### src/rtl/mdu_pkg.sv
// Shared MDU definitions: request opcodes, divider FSM state type and the
// fixed divider busy latency used by the multiplier and the benches.
package mdu_pkg;

  localparam logic [1:0] MDU_OP_NONE     = 2'b00;
  localparam logic [1:0] MDU_OP_UNSIGNED = 2'b01;
  localparam logic [1:0] MDU_OP_SIGNED   = 2'b10;

  // Cycles `done` stays low after an accept (32 CALC + 1 SIGN).
  localparam int unsigned DIV_LATENCY = 33;

  typedef enum logic [1:0] {
    StIdle = 2'b00,
    StCalc = 2'b01,
    StSign = 2'b10
  } div_state_t;

endpackage

### src/rtl/div_radix2.sv
// Iterative radix-2 restoring divider (DIV / DIVU), one quotient bit per cycle.
// Ports:
//   clk      - clock
//   rst      - synchronous active-high reset
//   div_op   - 2'b10 signed, 2'b01 unsigned, anything else no request
//   dividend - numerator, sampled on accept only
//   divisor  - denominator, sampled on accept only
//   result   - {remainder, quotient}, registered, updated on completion only
//   done     - registered; high when idle with a valid result, low while busy
module div_radix2
  import mdu_pkg::*;
#(
  parameter int unsigned WIDTH = 32
) (
  input  logic               clk,
  input  logic               rst,
  input  logic [1:0]         div_op,
  input  logic [WIDTH-1:0]   dividend,
  input  logic [WIDTH-1:0]   divisor,
  output logic [2*WIDTH-1:0] result,
  output logic               done
);

  localparam int unsigned CntW = $clog2(WIDTH);

  div_state_t       state_q;
  logic [CntW-1:0]  cnt_q;
  logic [WIDTH-1:0] quo_q;      // shifts dividend bits out, quotient bits in
  logic [WIDTH-1:0] rem_q;
  logic [WIDTH-1:0] dsr_q;      // |divisor|
  logic [WIDTH-1:0] raw_dvd_q;  // dividend as presented, for the divide-by-zero result
  logic             q_neg_q;
  logic             r_neg_q;
  logic             dz_q;

  logic             accept;
  logic             op_signed;
  logic [WIDTH-1:0] abs_dvd;
  logic [WIDTH-1:0] abs_dsr;
  logic [WIDTH:0]   partial;
  logic [WIDTH:0]   trial;

  always_comb begin
    op_signed = (div_op == MDU_OP_SIGNED);
    accept    = (state_q == StIdle) && (op_signed || (div_op == MDU_OP_UNSIGNED));
    abs_dvd   = (op_signed && dividend[WIDTH-1]) ? -dividend : dividend;
    abs_dsr   = (op_signed && divisor[WIDTH-1])  ? -divisor  : divisor;
    // Kept at WIDTH+1 bits so divisors >= 2^(WIDTH-1) still compare correctly.
    partial   = {rem_q, quo_q[WIDTH-1]};
    trial     = partial - {1'b0, dsr_q};
  end

  always_ff @(posedge clk) begin
    if (rst) begin
      state_q   <= StIdle;
      cnt_q     <= '0;
      quo_q     <= '0;
      rem_q     <= '0;
      dsr_q     <= '0;
      raw_dvd_q <= '0;
      q_neg_q   <= 1'b0;
      r_neg_q   <= 1'b0;
      dz_q      <= 1'b0;
      result    <= '0;
      done      <= 1'b1;
    end else begin
      unique case (state_q)
        StIdle: begin
          if (accept) begin
            quo_q     <= abs_dvd;
            rem_q     <= '0;
            dsr_q     <= abs_dsr;
            raw_dvd_q <= dividend;
            q_neg_q   <= op_signed && (dividend[WIDTH-1] ^ divisor[WIDTH-1]);
            r_neg_q   <= op_signed && dividend[WIDTH-1];
            dz_q      <= (divisor == '0);
            cnt_q     <= '0;
            done      <= 1'b0;
            state_q   <= StCalc;
          end
        end
        StCalc: begin
          // Non-negative trial: keep the difference and emit a 1.
          if (!trial[WIDTH]) begin
            rem_q <= trial[WIDTH-1:0];
            quo_q <= {quo_q[WIDTH-2:0], 1'b1};
          end else begin
            rem_q <= partial[WIDTH-1:0];
            quo_q <= {quo_q[WIDTH-2:0], 1'b0};
          end
          cnt_q <= cnt_q + 1'b1;
          if (cnt_q == CntW'(WIDTH - 1)) begin
            state_q <= StSign;
          end
        end
        StSign: begin
          if (dz_q) begin
            result <= {raw_dvd_q, {WIDTH{1'b1}}};
          end else begin
            // Wrap-around negation yields 0x8000_0000 for the signed overflow case.
            result <= {(r_neg_q ? -rem_q : rem_q), (q_neg_q ? -quo_q : quo_q)};
          end
          done    <= 1'b1;
          state_q <= StIdle;
        end
        default: begin
          state_q <= StIdle;
          done    <= 1'b1;
        end
      endcase
    end
  end

endmodule

### config.mk
export PLATFORM = sky130hd
export DESIGN_NAME = div_radix2
export DESIGN_NICKNAME = d
export VERILOG_FILES = /design/src/rtl/mdu_pkg.sv /design/src/rtl/div_radix2.sv
export SDC_FILE = /design/constraint.sdc
export NUM_CORES = 1
export LEC_CHECK = 0
export CORE_MARGIN = 2
export CORE_UTILIZATION = 45
export CTS_CLUSTER_SIZE = 12
export DETAILED_ROUTE_END_ITERATION = 16
export PLACE_DENSITY = 0.68
export SETUP_SLACK_MARGIN = 0.3
export SYNTH_ARGS = -nofsm -noshare
export SYNTH_HDL_FRONTEND = slang
export SYNTH_SLANG_ARGS = --single-unit
### constraint.sdc
create_clock -name clk -period 3.35 [get_ports clk]
set_clock_uncertainty 0.1 [all_clocks]
set_input_delay 1.005 -clock clk [delete_from_list [all_inputs] [get_ports clk]]
set_output_delay 1.005 -clock clk [all_outputs]
set_load 0.1 [all_outputs]
==> flow_summary.yaml, run 1 <==
worst_setup_path:
  ff2ff_setup_slack_ns: 0.42
  critical_path_buf_inv_count: 3
  cp_slowest_stage_delay_ns: 0.54
  worstSetupStartpointType: "input pin"
  cp.arrival_ns: 3.24
  worstPathCellList: "buf_2, or4_4, or4_4, buf_4, nor2_4, a21oi_2, nor2_2, o21ai_2, buf_4, a21oi_2, xor2_1, o22ai_1"
  path_delay_family: "simple AND/OR/NAND/NOR gates"
  crit_path_end_kind: "register"
  worstSetupPathType: "input pin to register"
  cp.required_ns: 3.63
  cp_max_fo: 3
  crit_slowest_cell: "or4_4"
drt:
  drt_pass1_iterations: 5
  wl_per_cell_um: 17.27
  postRouteWirelength_um: 37460
  drtIter0Drc: 815
  post-route-drc-count: 0
  antenna_left: 0
  vias: 12360
  vias_per_cell: 5.699
yosys:
  yosysTopAreaCellShare: 0.3324
  syn_inst: 1646
  synth_async_sr_flop_share: 0
  ys_seq_area_frac: 0.3324
  syn_area_um2: 12230
  syn_nets: 1754
  syn_area_per_cell_um2: 7.428
  yosysWarningCount: 0
  synth_top_area_cell: "dfxtp_1"
  synth-main-ff-cell: "dfxtp_1"
  synth_edf_count: 0
  ys_seq_elements: 203
  ys_types: 61
  synth.area.top_cells: "dfxtp_1 33%, nand2_1 8.7%, a21oi_1 6.8%"
final_layout:
  fin_area_um2: 15500
  drive_above_1_share: 0.1663
  nNetsFinal: 1919
  antenna_cells: 0
  final_cells: 2169
  areaGrowthSynthToFinish_pct: 26.77
global_route:
  grt_pass1_wl_um: 59490
  grt_start_max_net_pins: 74
  antenna_found_initial: 0
  grt.total_usage: 0.2546
  overflow: 0
  first_global_vias: 11530
flow_run:
  cap_violations: 0
clock_tree:
  clockBufferDepth: 3
  htree_levels: 1
  clk_pin_slew_ns: 0.06
  clk_latency_ns: 0.51
  cts_buffers: 24
  hold_buffers: 0
  cts_tree: "built"
  cts_root_buf: "clkbuf_16"
  clock_sinks: 203
pwr:
  powerDensity_nw_per_um2: 460.6
  power_uw: 7139
  vdd_drop_max_v: 0.0003131
  p_leak_uw: 0.006103
timing:
  hold_viol: 0
  tightest_slew_ns: 0.9448
  rsz0062_at_grt: "yes"
  setup_ws_ns: 0.3914
  fmax_mhz: 338.0
  fin_crit_sh: 0.8832
  setup_tns_ns: 0
  fin_crit_ns: 2.959
  slew_headroom: 0.3693
  slew_viol_final: 0
  setup_viol: 0
die:
  start_util: 0.4562
  ios: 133
  fp.dieW_um: 168.8
  die_area_um2: 28510
  rows: 60
  core_um2: 26800
  die_h_um: 168.8
placement:
  place_worst_setup_slack_ns: -0.3855
  hpwl_um: 28160
  portBuffers: 132
  dpl-instance-area_um2: 14370
  dp.cells: 2117
  routabilityCongestion: 0.9174
run_status:
  status: "completed"
worst_hold_path:
  hold_class: "register to register"
-- final cells by class --
cell class	instances	area (um2)
fillers	2492	11300
multi-input cells	1270	7818
flip-flops and latches	203	4069
repair buffers	249	2058
clock buffers	35	723.2
well taps	341	426.7
inverters	63	236.5
clock inverters	8	168.9
-- metal layers --
layer,share of wire,up-vias,track usage
li1,-,6140,-
met1,0.45,5776,0.3438
met2,0.46,367,0.4163
met3,0.058,79,0.03320
met4,0.035,0,0.09483
met5,0,-,0
-- placed cells by master (no fill, tap or decap), types with 58 or more instances in the layout --
cell and n:
nand2_1 280, dfxtp_1 199, xnor2_1 77, xor2_1 65, o21ai_0 100, nor2_1 108, clkdlybuf4s50_1 58, inv_1 63
buf_4 178, a21oi_1 154
-- power by group --
group / internal, uW / switching [uW] / leakage, uW
clock network: 1880 / 1030 / 0.000439
registers: 2550 / 144 / 0.00166
logic: 649 / 897 / 0.00401
-- logic make-up (layout without fill, tap and decap cells) --
family	after synthesis	after routing	share of synthesized area
compound gates	487	487	0.2454
fa+ha+maj	40	40	0.04155
mux	4	4	0.003275
xor+xnor	142	142	0.1017
buf+inv	173	355	0.05383
simple gates	597	597	0.2219
flops	203	203	0.3324
-- sequential cells by signal, summed over array words and instances (netlist names) --
register and count:
result 64, dsr_q 32, quo_q 32, raw_dvd_q 32
rem_q 32, cnt_q 5, state_q 2, done 1
dz_q 1, q_neg_q 1, r_neg_q 1
-- cells in the mapped netlist (all sizes together) (3+ instances only) --
cell	n
a21o	15
nand3	48
or4	15
a32oi	9
nand2	282
nor3	50
ha	39
a2111oi	3
nand4	13
or3	14
nor4	15
a22oi	25
buf	21
xnor2	77
a31oi	10
and2	7
a311oi	8
a21oi	167
and3	6
o41ai	13
o21bai	3
o21a	12
nand2b	18
a211oi	34
mux2i	4
inv	63
xor2	65
o31ai	24
or2	3
o211ai	7
o21ai	110
a211o	4
clkbuf	89
dfxtp	203
nor2b	8
nor2	114
o22ai	29
-- final timing paths --
path	to	startpoint	depth (start not counted)
setup / recovery	quo_q[26]	dividend[5]	12
hold / removal	raw_dvd_q[19]	raw_dvd_q[19]	2
setup reg to reg	result[63]	rem_q[6]	10
hold reg to reg	raw_dvd_q[19]	raw_dvd_q[19]	2
-- tightest hold or removal path, stage by stage, from the launching register on --
cell and delay, ns:
dfxtp_1 0.31, nand2_1 0.05, a21oi_1 0.05
-- metrics by stage --
| stage | hold WS, ns | utilization |
|---|---|---|
| 2_1_floorplan | 0.3360 | - |
| 3_3_place_gp | 0.3445 | 0.5362 |
| 3_5_place_dp | 0.3466 | 0.5362 |
| 4_1_cts | 0.3541 | 0.5735 |
| 5_1_grt | 0.3692 | 0.5783 |
| 6_report | 0.3543 | 0.5783 |
-- repair_timing --
item	4_1_cts	5_1_grt
resized for setup	43	30
pin swaps	24	22
buffers inserted	7	2
endpoints found under the setup margin	49	58
Power figures use the tool's default switching activity.
==> inputs of run 2 (changes only) <==
CTS_CLUSTER_SIZE = 20   (was 12)
==> flow_summary.yaml, run 2 (synthesis results as in run 1) <==
final_layout:
  final_cell_mix: "280 x nand2_1, 199 x dfxtp_1, 179 x buf_4"
  top_register: "result"
  drive_above_1_share: 0.1710
  fillers: 2507
  nNetsFinal: 1921
  regArea_um2: 4069
  areaGrowthSynthToFinish_pct: 26.38
  multi_input_area_um2: 7838
  final_common_cell: "nand2_1"
  utilization: 0.5766
  antenna_cells: 0
  largest_register_ffs: 64
timing:
  slew_headroom: 0.3668
  fin_crit_sh: 0.8869
  tightest_slew_ns: 0.9484
  rsz0062_at_grt: "yes"
  fin_crit_ns: 2.971
  slew_viol_final: 0
  fmax_mhz: 336.6
  setup_viol: 0
  hold_viol: 0
global_route:
  gr-usage-met2: 0.4164
  overflow: 0
  antenna_found_initial: 0
  first_global_vias: 11520
  grt_util_met3: 0.03390
  grt.total_usage: 0.2540
  grt_start_max_net_pins: 74
  use_met1: 0.3419
  busiest_layer: "met2"
  grt_pass1_wl_um: 59420
drt:
  drt_pass1_iterations: 5
  drtIter0Drc: 823
  vias: 12410
  wl_per_cell_um: 17.33
  vias_per_cell: 5.717
  postRouteWirelength_um: 37610
  post-route-drc-count: 0
  antenna_left: 0
flow_run:
  cap_violations: 0
pwr:
  powerDensity_nw_per_um2: 446.1
  power_uw: 6893
  vdd_drop_max_v: 0.0003183
  power.switching_uw: 2091
  seqPwrFrac: 0.390
  p_leak_uw: 0.006062
  p_sw_frac: 0.3033
  p_comb_frac: 0.226
  internal_power_uw: 4802
  clkPwrFrac: 0.384
die:
  rows: 60
  start_util: 0.4562
  die_h_um: 168.8
  fp.dieW_um: 168.8
  die_area_um2: 28510
  core_um2: 26800
  ios: 133
worst_setup_path:
  path_delay_family: "compound AO/OA/AOI/OAI gates"
  crit_path_end_kind: "register"
  worstPathCellList: "inv_1, ha_1, nor2b_2, o2111ai_2, buf_4, nand2_2, o211a_4, o21a_1, nor3_2, buf_4, nor3_1, o21ai_0, a21oi_1"
  cp_slowest_stage_delay_ns: 0.36
  critical_path_buf_inv_count: 3
  cp_max_fo: 11
  cp.arrival_ns: 3.25
  crit_slowest_cell: "dfxtp_1"
  worstSetupPathType: "register to register"
  worstSetupStartpointType: "register"
  worst_path_most_repeated_cell: "buf_4"
  cp.required_ns: 3.63
run_status:
  status: "completed"
placement:
  hpwl_um: 28160
  portBuffers: 132
  routabilityCongestion: 0.9174
clock_tree:
  htree_levels: 1
  hold_buffers: 0
  cts_buffers: 24
  clock_sinks: 203
  cts_tree: "built"
  cts_root_buf: "clkbuf_16"
  clockBufferDepth: 3
  clk_latency_ns: 0.51
  clk_pin_slew_ns: 0.06
worst_hold_path:
  hold_class: "register to register"
-- run 2: cell type report --
class	count	area share
sequential	203	0.2633
timing repair buffer	251	0.1340
multi-input combinational	1270	0.5072
tap	341	0.02761
clock inverter	12	0.008016
inverter	63	0.01530
clock buffer	31	0.04453
-- run 2: routing by layer --
| layer | vias to the layer above | routed length [um] |
|---|---|---|
| met4 | 0 | 1373 |
| li1 | 6151 | - |
| met1 | 5805 | 16940 |
| met3 | 82 | 2157 |
| met5 | - | 0 |
| met2 | 374 | 17140 |
-- run 2: stage by stage --
| stage | hold slack [ns] | area [um2] | instances | setup slack [ns] | setup TNS [ns] |
|---|---|---|---|---|---|
| 2_1_floorplan | 0.3360 | 12330 | 1646 | 0.1377 | 0 |
| 3_3_place_gp | 0.3445 | 14370 | 2117 | -0.3471 | -6.451 |
| 3_5_place_dp | 0.3466 | 14370 | 2117 | -0.3855 | -7.943 |
| 4_1_cts | 0.3543 | 15270 | 2167 | 0.2704 | 0 |
| 5_1_grt | 0.3692 | 15450 | 2171 | 0.2217 | 0 |
| 6_report | 0.3549 | 15450 | 2171 | 0.3787 | 0 |
-- run 2: power by group through the flow --
| stage | Clock, uW | Combinational, uW | Sequential, uW |
|---|---|---|---|
| after floorplan | 0 | 1000 | 2690 |
| after global placement | 0 | 1460 | 2740 |
| after detailed placement | 0 | 1480 | 2740 |
| after CTS | 2690 | 1490 | 2690 |
| after global routing | 2790 | 1710 | 2710 |
| final | 2650 | 1560 | 2690 |
-- run 2: path summary, 6_finish.rpt --
path,slack (ns),depth (start not counted),start,endpoint
setup reg to reg,0.38,13,dsr_q[2],rem_q[10]
hold reg to reg,0.35,2,result[50],result[50]
hold / removal,0.35,2,result[50],result[50]
setup / recovery,0.38,13,dsr_q[2],rem_q[10]
-- run 2: repair_timing --
| action | in CTS | in global routing |
|---|---|---|
| setup endpoints to repair | 37 | 58 |
| pin swaps | 23 | 28 |
| cloned | 0 | 1 |
| hold endpoints to repair | 0 | 0 |
| resized for setup | 37 | 43 |
| setup buffers | 7 | 3 |
-- run 2: tightest hold or removal path, stage by stage (launching register included) --
cell and delay, ns:
dfxtp_1 0.31, nand2_1 0.05, a21oi_1 0.05
==> inputs of run 3 (changes only) <==
CORE_MARGIN = default   (was 2)
==> flow_summary.yaml, run 3 (synthesis results as in run 1) <==
clock_tree:
  htree_levels: 1
  clk_latency_ns: 0.52
  clockBufferDepth: 3
  hold_buffers: 0
  cts_tree: "built"
  cts_buffers: 24
  clock_sinks: 203
  clk_pin_slew_ns: 0.06
  cts_root_buf: "clkbuf_16"
final_layout:
  nNetsFinal: 1908
  largest_register_ffs: 64
  fillers: 2480
  fin_area_um2: 15400
  final_cell_mix: "281 x nand2_1, 199 x dfxtp_1, 164 x buf_4"
  drive_above_1_share: 0.1602
  final_common_cell: "nand2_1"
  top_register: "result"
  antenna_cells: 0
  areaGrowthSynthToFinish_pct: 25.94
timing:
  hold_ws_ns: 0.3530
  hold_viol: 0
  fmax_mhz: 337.8
  tightest_slew_ns: 0.9861
  setup_tns_ns: 0
  fin_crit_sh: 0.8838
  slew_headroom: 0.3417
  setup_viol: 0
  rsz0062_at_grt: "yes"
  fin_crit_ns: 2.961
  slew_viol_final: 0
global_route:
  antenna_found_initial: 0
  grt_start_max_net_pins: 85
  first_global_vias: 11290
  overflow: 0
  grt.total_usage: 0.2619
  grt_pass1_wl_um: 59380
placement:
  routabilityCongestion: 0.9046
  hpwl_um: 27980
  portBuffers: 132
  dpl-instance-area_um2: 14310
worst_setup_path:
  r2r-end: "rem_q[26]"
  worstSetupStartpointType: "register"
  timing.rr.start: "quo_q[31]"
  crit_start: "quo_q[31]"
  cp.required_ns: 3.71
  ff2ff_path_depth: 15
  cp.arrival_ns: 3.32
  cp_max_fo: 2
  crit_path_end_kind: "register"
  crit_end: "rem_q[26]"
  ff2ff_setup_slack_ns: 0.39
  worstSetupPathType: "register to register"
die:
  core_um2: 26350
  die_area_um2: 27830
  start_util: 0.4639
  rows: 59
  fp.dieW_um: 166.8
  die_h_um: 166.8
  ios: 133
drt:
  antenna_left: 0
  wl_per_cell_um: 17.43
  postRouteWirelength_um: 37510
  vias: 12290
  drt_pass1_iterations: 5
  drtIter0Drc: 795
  post-route-drc-count: 0
  vias_per_cell: 5.712
pwr:
  p_leak_uw: 0.006038
  clkPwrFrac: 0.387
  internal_power_uw: 4848
  power.switching_uw: 2087
  vdd_drop_max_v: 0.0003169
  powerDensity_nw_per_um2: 450.4
  p_sw_frac: 0.3009
  p_comb_frac: 0.223
  seqPwrFrac: 0.389
run_status:
  status: "completed"
flow_run:
  cap_violations: 0
worst_hold_path:
  holdPathStages: 2
  hold_class: "register to register"
[run 3: cell count changes in the layout (fill, tap and decap cells not counted), sizes merged]
cell,before,now
buf,189,177
clkbuf,31,38
clkdlybuf4s15,3,1
clkdlybuf4s50,58,55
clkinv,6,3
clkinvlp,4,0
dlygate4sd2,1,2
dlymetal6s2s,0,3
[run 3: through the flow]
stage	power (uW)	std cells	util	worst slack, ns
after floorplan	3694	1646	-	0.1377
after global placement	4207	2101	0.5431	-0.3549
after detailed placement	4221	2101	0.5431	-0.3742
after CTS	6900	2147	0.5756	0.3067
after global routing	7232	2152	0.5843	0.2615
final	6935	2152	0.5843	0.3893
[run 3: worst min-delay path by stage]
stage             startpoint       endpoint  slack (ns)
2_1_floorplan   raw_dvd_q[0]   raw_dvd_q[0]        0.34
3_3_place_gp   raw_dvd_q[20]  raw_dvd_q[20]        0.34
3_5_place_dp   raw_dvd_q[20]  raw_dvd_q[20]        0.35
4_1_cts        raw_dvd_q[20]  raw_dvd_q[20]        0.35
5_1_grt           result[46]     result[46]        0.36
6_report          result[49]     result[49]        0.35
[run 3: final cells by class]
| type | instances | area (um2) | share of cell area |
|---|---|---|---|
| multi-input combinational | 1270 | 7861 | 0.5105 |
| sequential | 203 | 4069 | 0.2642 |
| timing repair buffer | 238 | 1999 | 0.1298 |
| clock buffer | 38 | 734.5 | 0.04770 |
| tap | 335 | 419.2 | 0.02722 |
| inverter | 63 | 236.5 | 0.01536 |
| clock inverter | 5 | 78.83 | 0.005119 |
[run 3: worst max-delay path: stages (launching register included)]
cell       delay, ns
dfxtp_2         0.35
inv_2           0.06
ha_4            0.17
fa_2            0.39
nor2b_2         0.14
o2111ai_2       0.17
buf_4           0.18
a2111oi_4       0.28
buf_4           0.18
o31ai_4         0.07
o21ai_2         0.19
buf_4           0.14
a21oi_1         0.06
xnor2_1         0.22
nand3_1         0.11
nand2_1         0.07
[run 3: timing repair]
| item | CTS | global route |
|---|---|---|
| setup buffers | 3 | 4 |
| endpoints found under the setup margin | 30 | 52 |
| pin swaps | 24 | 23 |
| gates cloned | 0 | 1 |
| gates resized for setup | 35 | 46 |
[run 3: metal layers]
layer	vias up	wire [um]	share of wire	track usage
li1	6120	-	-	-
met1	5761	17430	0.46	0.3595
met2	349	17060	0.45	0.4250
met3	63	1961	0.052	0.03161
met4	0	1062	0.028	0.08655
met5	-	0	0	0
[run 3: power by group through the flow]
stage | registers [uW] | logic, uW | clock network [uW]
after CTS | 2690 | 1480 | 2720
after detailed placement | 2750 | 1470 | 0
after global routing | 2710 | 1700 | 2820
after global placement | 2740 | 1470 | 0
after floorplan | 2690 | 1000 | 0
final | 2700 | 1550 | 2690
